--- src/rtl/control_fsm.sv ---
// Multicycle control unit for the 16-bit accumulator processor.
// Moore-style strobes are decoded from the current state, and a sticky flag records any undefined opcode.
module control_fsm (
  input  logic        CLK,
  input  logic        Reset,
  input  logic [15:0] IR,
  input  logic        ShouldBranch,
  input  logic        Overflow,
  output logic        PCWrite,
  output logic        Jump,
  output logic        MemWrite,
  output logic        MemRead,
  output logic        IRWrite,
  output logic        AccWrite,
  output logic [1:0]  Branch,
  output logic [1:0]  IorD,
  output logic [1:0]  DataSrc,
  output logic [1:0]  AccSrc,
  output logic        ALUSrcA,
  output logic [1:0]  ALUSrcB,
  output logic [2:0]  ALUOp,
  output logic [3:0]  State,
  output logic        Halted,
  output logic        Illegal,
  output logic        Taken
);

  typedef enum logic [3:0] {
    ST_IDLE   = 4'd0,
    ST_FETCH  = 4'd1,
    ST_DECODE = 4'd2,
    ST_ALU_EX = 4'd3,
    ST_ACC_WB = 4'd4,
    ST_MEM_RD = 4'd5,
    ST_MEM_WB = 4'd6,
    ST_MEM_WR = 4'd7,
    ST_BR     = 4'd8,
    ST_JMP    = 4'd9,
    ST_IO_WB  = 4'd10,
    ST_HALT   = 4'd15
  } state_t;

  state_t     state_q, state_d;
  logic       illegal_q, illegal_d;
  logic [3:0] opcode;
  logic       unused_ir;

  assign opcode    = IR[15:12];
  assign unused_ir = ^IR[11:0];

  always_ff @(posedge CLK or negedge Reset) begin
    if (!Reset) begin
      state_q   <= ST_IDLE;
      illegal_q <= 1'b0;
    end else begin
      state_q   <= state_d;
      illegal_q <= illegal_d;
    end
  end

  always_comb begin
    state_d   = state_q;
    illegal_d = illegal_q;
    case (state_q)
      ST_IDLE:   state_d = ST_FETCH;
      ST_FETCH:  state_d = ST_DECODE;
      ST_DECODE: begin
        case (opcode)
          4'h0, 4'h1, 4'h2, 4'h3: state_d = ST_ALU_EX;
          4'h4:                   state_d = ST_MEM_RD;
          4'h5:                   state_d = ST_MEM_WR;
          4'h6, 4'h7:             state_d = ST_BR;
          4'h8:                   state_d = ST_JMP;
          4'h9:                   state_d = ST_IO_WB;
          4'hF:                   state_d = ST_HALT;
          default: begin
            state_d   = ST_HALT;
            illegal_d = 1'b1;
          end
        endcase
      end
      // Overflow aborts the instruction before the accumulator is touched.
      ST_ALU_EX: state_d = Overflow ? ST_HALT : ST_ACC_WB;
      ST_ACC_WB: state_d = ST_FETCH;
      ST_MEM_RD: state_d = ST_MEM_WB;
      ST_MEM_WB: state_d = ST_FETCH;
      ST_MEM_WR: state_d = ST_FETCH;
      ST_BR:     state_d = ST_FETCH;
      ST_JMP:    state_d = ST_FETCH;
      ST_IO_WB:  state_d = ST_FETCH;
      ST_HALT:   state_d = ST_HALT;
      default:   state_d = ST_IDLE;
    endcase
  end

  always_comb begin
    PCWrite  = 1'b0;
    Jump     = 1'b0;
    MemWrite = 1'b0;
    MemRead  = 1'b0;
    IRWrite  = 1'b0;
    AccWrite = 1'b0;
    Branch   = 2'b00;
    IorD     = 2'd0;
    DataSrc  = 2'd0;
    AccSrc   = 2'd0;
    ALUSrcA  = 1'b0;
    ALUSrcB  = 2'd0;
    ALUOp    = 3'b000;
    Halted   = 1'b0;
    Taken    = 1'b0;
    case (state_q)
      ST_FETCH: begin
        MemRead = 1'b1;
        IRWrite = 1'b1;
        PCWrite = 1'b1;
        ALUSrcB = 2'd2;
      end
      ST_ALU_EX: begin
        ALUSrcA = 1'b1;
        ALUSrcB = 2'd1;
        ALUOp   = {1'b0, IR[13:12]};
      end
      ST_ACC_WB: AccWrite = 1'b1;
      ST_MEM_RD: begin
        MemRead = 1'b1;
        IorD    = 2'd2;
      end
      ST_MEM_WB: begin
        AccWrite = 1'b1;
        AccSrc   = 2'd1;
      end
      ST_MEM_WR: begin
        MemWrite = 1'b1;
        IorD     = 2'd2;
      end
      // IR[12] separates BNE (0x7) from BEQ (0x6).
      ST_BR: begin
        ALUSrcA = 1'b1;
        ALUSrcB = 2'd1;
        ALUOp   = 3'b011;
        Branch  = IR[12] ? 2'b10 : 2'b01;
        Taken   = IR[12] ? ~ShouldBranch : ShouldBranch;
      end
      ST_JMP: begin
        Jump    = 1'b1;
        PCWrite = 1'b1;
      end
      ST_IO_WB: begin
        AccWrite = 1'b1;
        AccSrc   = 2'd2;
      end
      ST_HALT: Halted = 1'b1;
      default: ;
    endcase
  end

  assign State   = state_q;
  assign Illegal = illegal_q;

endmodule
--- config.mk ---
export PLATFORM = sky130hd
export DESIGN_NAME = control_fsm
export DESIGN_NICKNAME = d
export VERILOG_FILES = /design/src/rtl/control_fsm.sv
export SDC_FILE = /design/constraint.sdc
export NUM_CORES = 1
export LEC_CHECK = 0
export ABC_AREA = 1
export BUFFER_PORTS_ARGS = -buffer_cell sky130_fd_sc_hd__buf_2
export CAP_MARGIN = 5
export CELL_PAD_IN_SITES_DETAIL_PLACEMENT = 1
export CELL_PAD_IN_SITES_GLOBAL_PLACEMENT = 2
export CORE_ASPECT_RATIO = 0.7
export CORE_UTILIZATION = 16
export DETAILED_ROUTE_END_ITERATION = 10
export PLACE_DENSITY = 0.93
export SETUP_SLACK_MARGIN = 0.02
export SYNTH_ARGS = -nofsm -noshare
export SYNTH_HDL_FRONTEND = slang
export SYNTH_SLANG_ARGS = --single-unit
--- constraint.sdc ---
create_clock -name CLK -period 2.7 [get_ports CLK]
set_input_delay 0.405 -clock CLK [delete_from_list [all_inputs] [get_ports CLK]]
set_output_delay 0.405 -clock CLK [all_outputs]
set_load 0.02 [all_outputs]
---- Word level (Yosys, flattened, before mapping) ----
Cells that the tools add are included.
W data, S select, Z words.
operators by class
  equal/unequal tests ..................... 21
  muxes and demuxes ....................... 19
  reduce and logical (&&, ||, !) cells .... 12
  bitwise gates (word level) .............. 2
operators by type and width
  operator              number
  $pmux W4 S6           2
  $eq A4 B3 Y1 const B  8
  $eq A4 B4 Y1 const B  7
  $eq A4 B2 Y1 const B  4
  $pmux W2 S2           3
  $reduce_or A11 Y1     1
  $mux W1               10
  $reduce_or A2 Y1      5
  $eq A4 B1 Y1 const B  2
  $logic_not A4 Y1      2
  $reduce_or A7 Y1      1
  $mux W2               3
  $mux W4               1
  $reduce_or A4 Y1      1
  $reduce_or A3 Y1      1
  $not A1 Y1            2
  $reduce_and A2 Y1     1
word-level totals
  bits in registers ....................... 5
  output and inout bits ................... 27
  input port bits ......................... 20

---- Depth between registers and ports, before layout ----
Gate-level depths: netlist of the first run.
  word-level depth ........................ 4
  depth in mapped cells ................... 6
  mapped depth without buffers ............ 6

---- Least setup slack after synthesis of the first run ----
Ideal clock, no wire load.
  path type ............................... reg-to-output
  start point ............................. register state_q[2] (netlist: State[2])
  end point ............................... output port ALUOp[0]
  path buffers ............................ 0
  cell stages (with the launch flop) ...... 4
  arrival time ............................ 1.301 ns
  required time ........................... 2.295 ns
  slack ................................... 0.994 ns
  path through ............................ dfrtp_1 -> nor2_2 -> nand2_1 -> o21ai_0
between the ends
  cells in the longest elaborated chain, start to end .. 2
RTL lines
  what                                                 line  source
  start, declared                                      43    state_t state_q, state_d;
  start signal, assigned                               56    state_q <= state_d;
  $eq A4 B4 Y1 / $eq A4 B2 Y1 (equally long branches)  112   case (state_q)
  $pmux W2 S2 *                                        112
  end, declared                                        21    output logic [2:0] ALUOp,
Every way passes the cells marked *; elsewhere a longest branch is shown, timed or not.

---- Worst setup path in the final report of the first run ----
Same ends and word-level chain as after synthesis.

==> run summary, run 1 <==
Most frequent cells in the layout: 30 x buf_2, 29 x nand2_1, 13 x inv_1, 11 x nor2_1, 6 x nand3_1
CTS sink cnt: 5
CTS Buf Count: 3
Fin nets: 140
DRT Pass-1 Iters: 3
Global route overflow: 0
Max cap viols: 0
Clk_skew: 0.00161 ns
Root Buffer: clkbuf_8
First-pass GRT wire length: 2790 microns
Distinct cells, synth: 17
Setup crit end kind: output pin
GRT met2 Usage: 19.4%
Hold Crit Class: register to register
Vias in the first global route: 651
Req. time, crit path: 2.30 ns
Syn Inst Count: 85
Initial core utilization: 17.3%
Arr. time, crit path: 1.42 ns
CTS tree: built
Most common cell after layout, fill and taps aside: buf_2
GPL Wtd Cong: 0.744
Crit start category: register
Setup TNS: 0 ns
Worst vdd ir: 0.000171 V
Final Critical Period: 1.82 ns
CP max FO: 8
Met3 usage: 5.19%
Max clock buf depth: 2
CTS clk-pin slew, worst paths: 0.04 ns
Total GRT Usage: 11.5%
Dpl ws: 1.09 ns
Fillers: 384
Slew Viols, Final: 0
Synthesized area: 494 sq um
Row count: 16
Routed wire per std cell: 10.3 microns
Area growth syn-to-layout: 46.8%
Crit path kind: register to output pin
Die Ht: 48.5 microns
HPWL Detailed: 1380 microns
DR iter-0 viols: 10
Final hold violation count: 0
Core area: 0.00286 sq mm
Hold wc startpoint: Illegal
Share of layout cells above drive strength 1: 33.6%
Post-CTS Setup Repair Bufs: 0
Design area: 726 sq um
DR vias: 619
Vias per cell: 3.99
LEAKAGE: 0.452 nW
Placed inst area: 671 sq um
Dpl cells: 150
Initial antenna violation count: 0
Grt met1 use: 12.3%
Global route hottest layer: met2
Flop and latch count out of synthesis: 5
Unrepaired setup endpoints after global routing: no
DIE WIDTH: 68.4 microns
Setup violators final: 0
Antenna viol nets, final: 0
H-tree depth: 1
Sequential-to-total area share from yosys stat: 25.3%
Final WL: 1600 microns
Outcome: finished clean
Max Freq: 0.549 GHz
Ant diodes: 0
DRC Markers: 0
R2r startpoint: State[0]
YS warnings: 0
Cell Pwr Density: 335 mW/mm^2
Slack of the critical path: 0.879 ns
Die Area: 0.00332 sq mm
Origin of the worst setup path: State[2]
Post_cts resized: 0
Final Non-Filler Cells: 155
Clock Latency Late Sink: 0.22 ns
Syn Area/Cell: 5.81 sq um
# IOs: 47
Largest net degree at the start of global routing: 9
Fin crit share: 67.4%
Port Buffers: 30
## state kept, by name (all words and copies together), names as in the netlist
name / flops
State: 4
Illegal: 1
## routing by layer
layer / wire, microns / vias up
met5: 0 / -
met4: 30 / 0
met3: 108 / 5
met2: 786 / 18
met1: 674 / 278
li1: - / 318
## where the power goes
group	internal [W]	total [W]	switching (W)
clock	0.000102	0.000142	0.0000399
combinational	0.00000878	0.0000265	0.0000177
sequential	0.0000754	0.0000754	0
## cell type report
cell class | instances | area [sq um] | share of cell area (%)
Sequential cell | 5 | 125 | 17.2
Multi-Input combinational cell | 65 | 298 | 41.0
Clock buffer | 4 | 45.0 | 6.21
Tap cell | 36 | 45.0 | 6.21
Inverter | 14 | 52.6 | 7.24
Timing Repair Buffer | 31 | 160 | 22.1
## kinds of logic (layout without fill, tap and decap cells)
| family | count (synthesis) | in the layout | share of synthesized area [%] |
|---|---|---|---|
| other | 1 | 4 | 0.759 |
| AOI/OAI and AO/OA | 7 | 7 | 9.11 |
| and+or+nand+nor | 53 | 53 | 46.3 |
| DFF | 5 | 5 | 25.3 |
| buffers and inverters | 18 | 49 | 16.7 |
| xor gates and xnor gates | 1 | 1 | 1.77 |
## through the flow
stage | power (W) | hold slack [ns] | util, %
after floorplan | 0.0000953 | 0.109 | -
after global placement | 0.000101 | 0.224 | 23.4
after detailed placement | 0.000102 | 0.231 | 23.4
after CTS | 0.000249 | 0.476 | 25.3
after global routing | 0.000260 | 0.487 | 25.3
final | 0.000243 | 0.481 | 25.3
## critical path, cell delays in order, from the launching register on
cell and delay (ns):
dfrtp_1 0.46, inv_1 0.14, nand4_1 0.24, o21ai_0 0.16, buf_2 0.19
## cells in the mapped netlist (all sizes together)
cell,number,area [sq um]
nand4,2,12.5
nand3,6,30.0
nand2,31,121
a21oi,2,10.0
nor2,14,65.1
o21bai,1,11.3
xnor2,1,8.76
buf,4,30.0
a31o,1,8.76
conb,1,3.75
dfrtp,5,125
o21ai,3,15.0
inv,14,52.6
## worst paths after layout
kind	end	slack, ns	cells past startpoint
worst max-delay path	ALUOp[0]	0.88	4
worst min-delay path	Illegal	0.48	1
worst max register to register	State[0]	1.56	5
worst min register to register	Illegal	0.48	1
max in group asynchronous	State[3]	2.04	2
min in group asynchronous	State[1]	0.52	2
## repair_timing
item / CTS / global route
hold endpoints to repair: 5 / 0
hold buffers: 1 / 0
endpoints found under the setup margin: 0 / 0
No activity file was read; power rests on OpenSTA's default activity.
==> run 2: changes to the inputs <==
CORE_UTILIZATION = 13   (was 16)
PLACE_DENSITY = 0.82   (was 0.93)
clock period = 1.48 ns   (was 2.7 ns; I/O delays follow)
==> run 2 against run 1 <==
The run now ends with negative setup slack left. Final cell count increased by 16%. First-iteration DRC count increased by 50%. Core utilization increased by 2.3 points. Critical path depth increased by 1. Worst setup slack got worse by 0.91 ns. Global-route usage decreased by 0.61 points. Routed wire length increased by 29%. Combinational power increased by 100%. Via count increased by 12%.
==> run summary, run 2 (synthesized netlist as in run 1, its figures left out) <==
Clock power frac: 58.4%
Antenna viol nets, final: 0
Internal: 0.000340 W
First-pass GRT wire length: 3060 microns
Global route overflow: 0
Worst-path cell chain: inv_4, nand4_1, buf_6, nand2_1, buf_6
CP dominant cell by count: buf_6
Failing checks: negative setup slack
R2r startpoint: State[3]
Max reg flops: 4
Setup violators final: 8
LEAKAGE: 0.515 nW
CTS tree: built
Dpl cells: 165
R2R cell count: 7
Final WL: 2060 microns
Hold Crit Class: input pin to register
Worst vdd ir: 0.000164 V
Hold wc startpoint: Overflow
Port Buffers: 30
CTS sink cnt: 5
Critical path's slowest cell: dfrtp_2
Share of layout cells above drive strength 1: 53.8%
Vias per cell: 3.85
Row count: 18
Routed wire per std cell: 11.4 microns
Final Non-Filler Cells: 180
Max cap viols: 0
CP max FO: 7
FF-to-FF End: State[1]
Fin crit share: 102%
Clock Latency Late Sink: 0.23 ns
Crit start category: register
Crit-path max cell delay: 0.44 ns
Arr. time, crit path: 1.29 ns
Setup crit end kind: output pin
Die Ht: 53.6 microns
Cell Pwr Density: 465 mW/mm^2
Core area: 0.00358 sq mm
DRT Pass-1 Iters: 3
HPWL Detailed: 1460 microns
Most frequent cells in the layout: 25 x nand2_1, 19 x buf_2, 13 x buf_6, 9 x buf_4, 8 x inv_1
# IOs: 47
Max clock buf depth: 2
Area growth syn-to-layout: 100%
Clk_skew: 0.00689 ns
DRC Markers: 0
Initial core utilization: 13.8%
Unrepaired setup endpoints after global routing: yes
Largest net degree at the start of global routing: 8
Crit path kind: register to output pin
Final Util: 27.6%
Slew Viols, Final: 0
H-tree depth: 1
Req. time, crit path: 1.26 ns
Part of the power in registers: 29.9%
CTS Buf Count: 3
Initial antenna violation count: 0
Switch share: 26.1%
Final Critical Period: 1.51 ns
Root Buffer: clkbuf_8
Hold EP: State[0]
Fin nets: 151
Most common cell after layout, fill and taps aside: nand2_1
Outcome: finished with violations
Vias in the first global route: 668
DR iter-0 viols: 15
Slack of the critical path: -0.0311 ns
Final hold violation count: 0
Psw: 0.000120 W
GPL Wtd Cong: 0.716
Die Area: 0.00406 sq mm
Total GRT Usage: 10.9%
Hold path depth: 3
Ant diodes: 0
Max Freq: 0.662 GHz
CTS clk-pin slew, worst paths: 0.04 ns
DR vias: 693
Comb pwr share: 11.7%
R2R Setup Slk: 0.29 ns
DIE WIDTH: 75.7 microns
## run 2: cell count changes in the layout (fill, tap and decap cells not counted), moves of 5 or more
| cell | delta |
|---|---|
| inv_1 | -5 |
| buf_4 | +9 |
| buf_6 | +13 |
| nor2_1 | -5 |
| buf_2 | -11 |
| nor2_4 | +6 |
## run 2: layout make-up
class / count / area, sq um
Clock buffer: 4 / 45.0
Inverter: 14 / 62.6
Multi-Input combinational cell: 65 / 372
Fill cell: 435 / 2590
Timing Repair Buffer: 42 / 319
Tap cell: 50 / 62.6
Sequential cell: 5 / 129
## run 2: metal layers
layer  track usage [%]  vias up  routed length (microns)
met2              18.6       16                     1090
met4              7.10        0                       47
li1                  -      344                        -
met1              11.8      329                      835
met3              3.37        4                       84
met5                 0        -                        0
## run 2: worst max path at each step
stage / from / to / slack [ns]
floorplan: State[2] / ALUOp[0] / -0.04
global placement: State[0] / ALUOp[1] / 0.12
detailed placement: State[0] / Branch[1] / 0.07
CTS: State[0] / ALUSrcB[0] / -0.02
global route: State[3] / AccSrc[0] / -0.09
finish: State[0] / ALUSrcA / -0.03
## run 2: per-stage QoR
stage	hold WS (ns)	setup TNS (ns)	power, W	cell area, sq um	setup slack [ns]
global placement	0.0426	0	0.000185	696	0.120
CTS	0.307	-0.0858	0.000462	893	-0.0155
finish	0.313	-0.156	0.000460	990	-0.0311
detailed placement	0.0495	0	0.000187	696	0.0651
global route	0.316	-0.614	0.000478	990	-0.0946
floorplan	-0.0736	-0.0861	0.000174	505	-0.0431
## run 2: power groups by stage
stage                     sequential [W]  combinational, W  clock, W
after floorplan                 0.000139         0.0000346         0
after global placement          0.000139         0.0000454         0
final                           0.000137         0.0000539  0.000269
after CTS                       0.000137         0.0000533  0.000271
after detailed placement        0.000139         0.0000474         0
after global routing            0.000137         0.0000611  0.000280
## run 2: timing repair
item	CTS	global route
endpoints found under the hold margin	5	0
buffers inserted	5	5
resized for setup	36	21
endpoints found under the setup margin	11	16
hold buffers	1	0
pin swaps	2	5
## run 2: worst max-delay path, delay by kind of cell, from the launching register on
family | cells | cell delay [ns]
DFF | 1 | 0.44
and+or+nand+nor | 2 | 0.20
buffers and inverters | 3 | 0.40
==> run 3: changes to the inputs <==
CORE_UTILIZATION = 16   (was 13)
PLACE_DENSITY = 0.93   (was 0.82)
clock period = 1.8 ns   (was 1.48 ns; I/O delays follow)
==> run 3 against run 2 <==
The flow now finishes without violations. Global-route usage is 0.61 points higher. Sequential cell count stayed put. Non-clock buffer count is 10 lower. Register-to-register slack better by 0.36 ns. Combinational power is 26% lower. Critical path depth is 1 lower. First-iteration DRC count is 6.7% higher.
==> run summary, run 3 (synthesized netlist as in run 1, its figures left out) <==
Outcome: finished clean
Port Buffers: 30
Final Critical Period: 1.66 ns
Setup TNS: 0 ns
Crit start category: register
Final hold violation count: 0
Clock Latency Late Sink: 0.22 ns
WHS: 0.352 ns
Hold Crit Class: input pin to register
CTS clk-pin slew, worst paths: 0.04 ns
DR vias: 621
HPWL Detailed: 1380 microns
Fin crit share: 92.4%
Worst vdd ir: 0.000256 V
Most common cell after layout, fill and taps aside: buf_2
CP max FO: 8
Cell Pwr Density: 498 mW/mm^2
Setup violators final: 0
Antenna viol nets, final: 0
Hold path depth: 3
Share of layout cells above drive strength 1: 34.2%
GPL Wtd Cong: 0.744
Slack of the critical path: 0.137 ns
DR iter-0 viols: 16
Die Area: 0.00332 sq mm
CTS Buf Count: 3
H-tree depth: 1
Critical path's slowest cell: dfrtp_1
Setup crit end kind: output pin
R2R Setup Slk: 0.65 ns
First-pass GRT wire length: 2790 microns
R2R cell count: 5
Root Buffer: clkbuf_8
Area growth syn-to-layout: 48.4%
Origin of the worst setup path: State[2]
Total GRT Usage: 11.5%
FF-to-FF End: State[0]
Initial core utilization: 17.3%
Worst-path cell chain: nor2_2, nand2_1, o21ai_0, buf_2
Row count: 16
Die Ht: 48.5 microns
Tot Pwr: 0.000365 W
Core area: 0.00286 sq mm
Fillers: 383
Max cap viols: 0
Routed wire per std cell: 10.3 microns
Fin nets: 141
Req. time, crit path: 1.53 ns
Final WL: 1610 microns
Dpl ws: 0.326 ns
DIE WIDTH: 68.4 microns
CP endpoint: ALUOp[0]
Clk_skew: 0.00161 ns
Max clock buf depth: 2
DRC Markers: 0
Final Util: 25.6%
CTS tree: built
Max reg flops: 4
Largest net degree at the start of global routing: 9
Unrepaired setup endpoints after global routing: no
Vias per cell: 3.98
Initial antenna violation count: 0
Global route overflow: 0
Slew Viols, Final: 0
Vias in the first global route: 651
Max Freq: 0.601 GHz
R2r startpoint: State[0]
CTS sink cnt: 5
# IOs: 47
LEAKAGE: 0.456 nW
Crit path kind: register to output pin
Ant diodes: 0
Arr. time, crit path: 1.39 ns
Most frequent cells in the layout: 30 x buf_2, 29 x nand2_1, 13 x inv_1, 11 x nor2_1, 6 x nand3_1
DRT Pass-1 Iters: 4
Crit-path max cell delay: 0.46 ns
-- run 3: repair_timing --
action                                  4_1_cts  5_1_grt
hold buffers                                  1        0
setup buffers                                 0        1
endpoints found under the hold margin         5        0
resized for setup                             0        0
endpoints found under the setup margin        0        6
-- run 3: critical path, delay by kind of cell, from the launching register on --
| kind | cells | cell delay (ns) |
|---|---|---|
| buffers and inverters | 1 | 0.19 |
| AO/OA/AOI/OAI | 1 | 0.18 |
| AND/OR/NAND/NOR | 2 | 0.34 |
| flip-flops | 1 | 0.46 |
-- run 3: how the worst min path moves through the flow --
stage | end | slack, ns | from
after global placement | Illegal | 0.09 | Reset
after floorplan | Illegal | -0.03 | Reset
after CTS | State[0] | 0.34 | Overflow
after global routing | State[0] | 0.35 | Overflow
after detailed placement | Illegal | 0.1 | Reset
final | State[0] | 0.35 | Overflow
-- run 3: per-layer routing --
metal	global-route usage (%)	part of all wire, %
met1	12.3	43
met5	0	0
met2	19.4	49
met4	4.17	1.9
met3	5.19	6.7
-- run 3: stage by stage --
step	instances	area [sq um]
after global placement	150	671
final	156	733
after CTS	155	726
after floorplan	88	505
after global routing	156	733
after detailed placement	150	671
-- run 3: final cells by class --
class / instances / area [sq um] / area share [%]
well taps: 36 / 45.0 / 6.14
multi-input cells: 65 / 298 / 40.6
flip-flops and latches: 5 / 125 / 17.1
clock buffers: 4 / 45.0 / 6.14
repair buffers: 32 / 168 / 22.9
inverters: 14 / 52.6 / 7.17
-- run 3: where the power goes --
part | internal, W | switching (W)
Combinational | 0.0000132 | 0.0000266
Clock | 0.000152 | 0.0000599
Sequential | 0.000113 | 0
Total | 0.000279 | 0.0000865
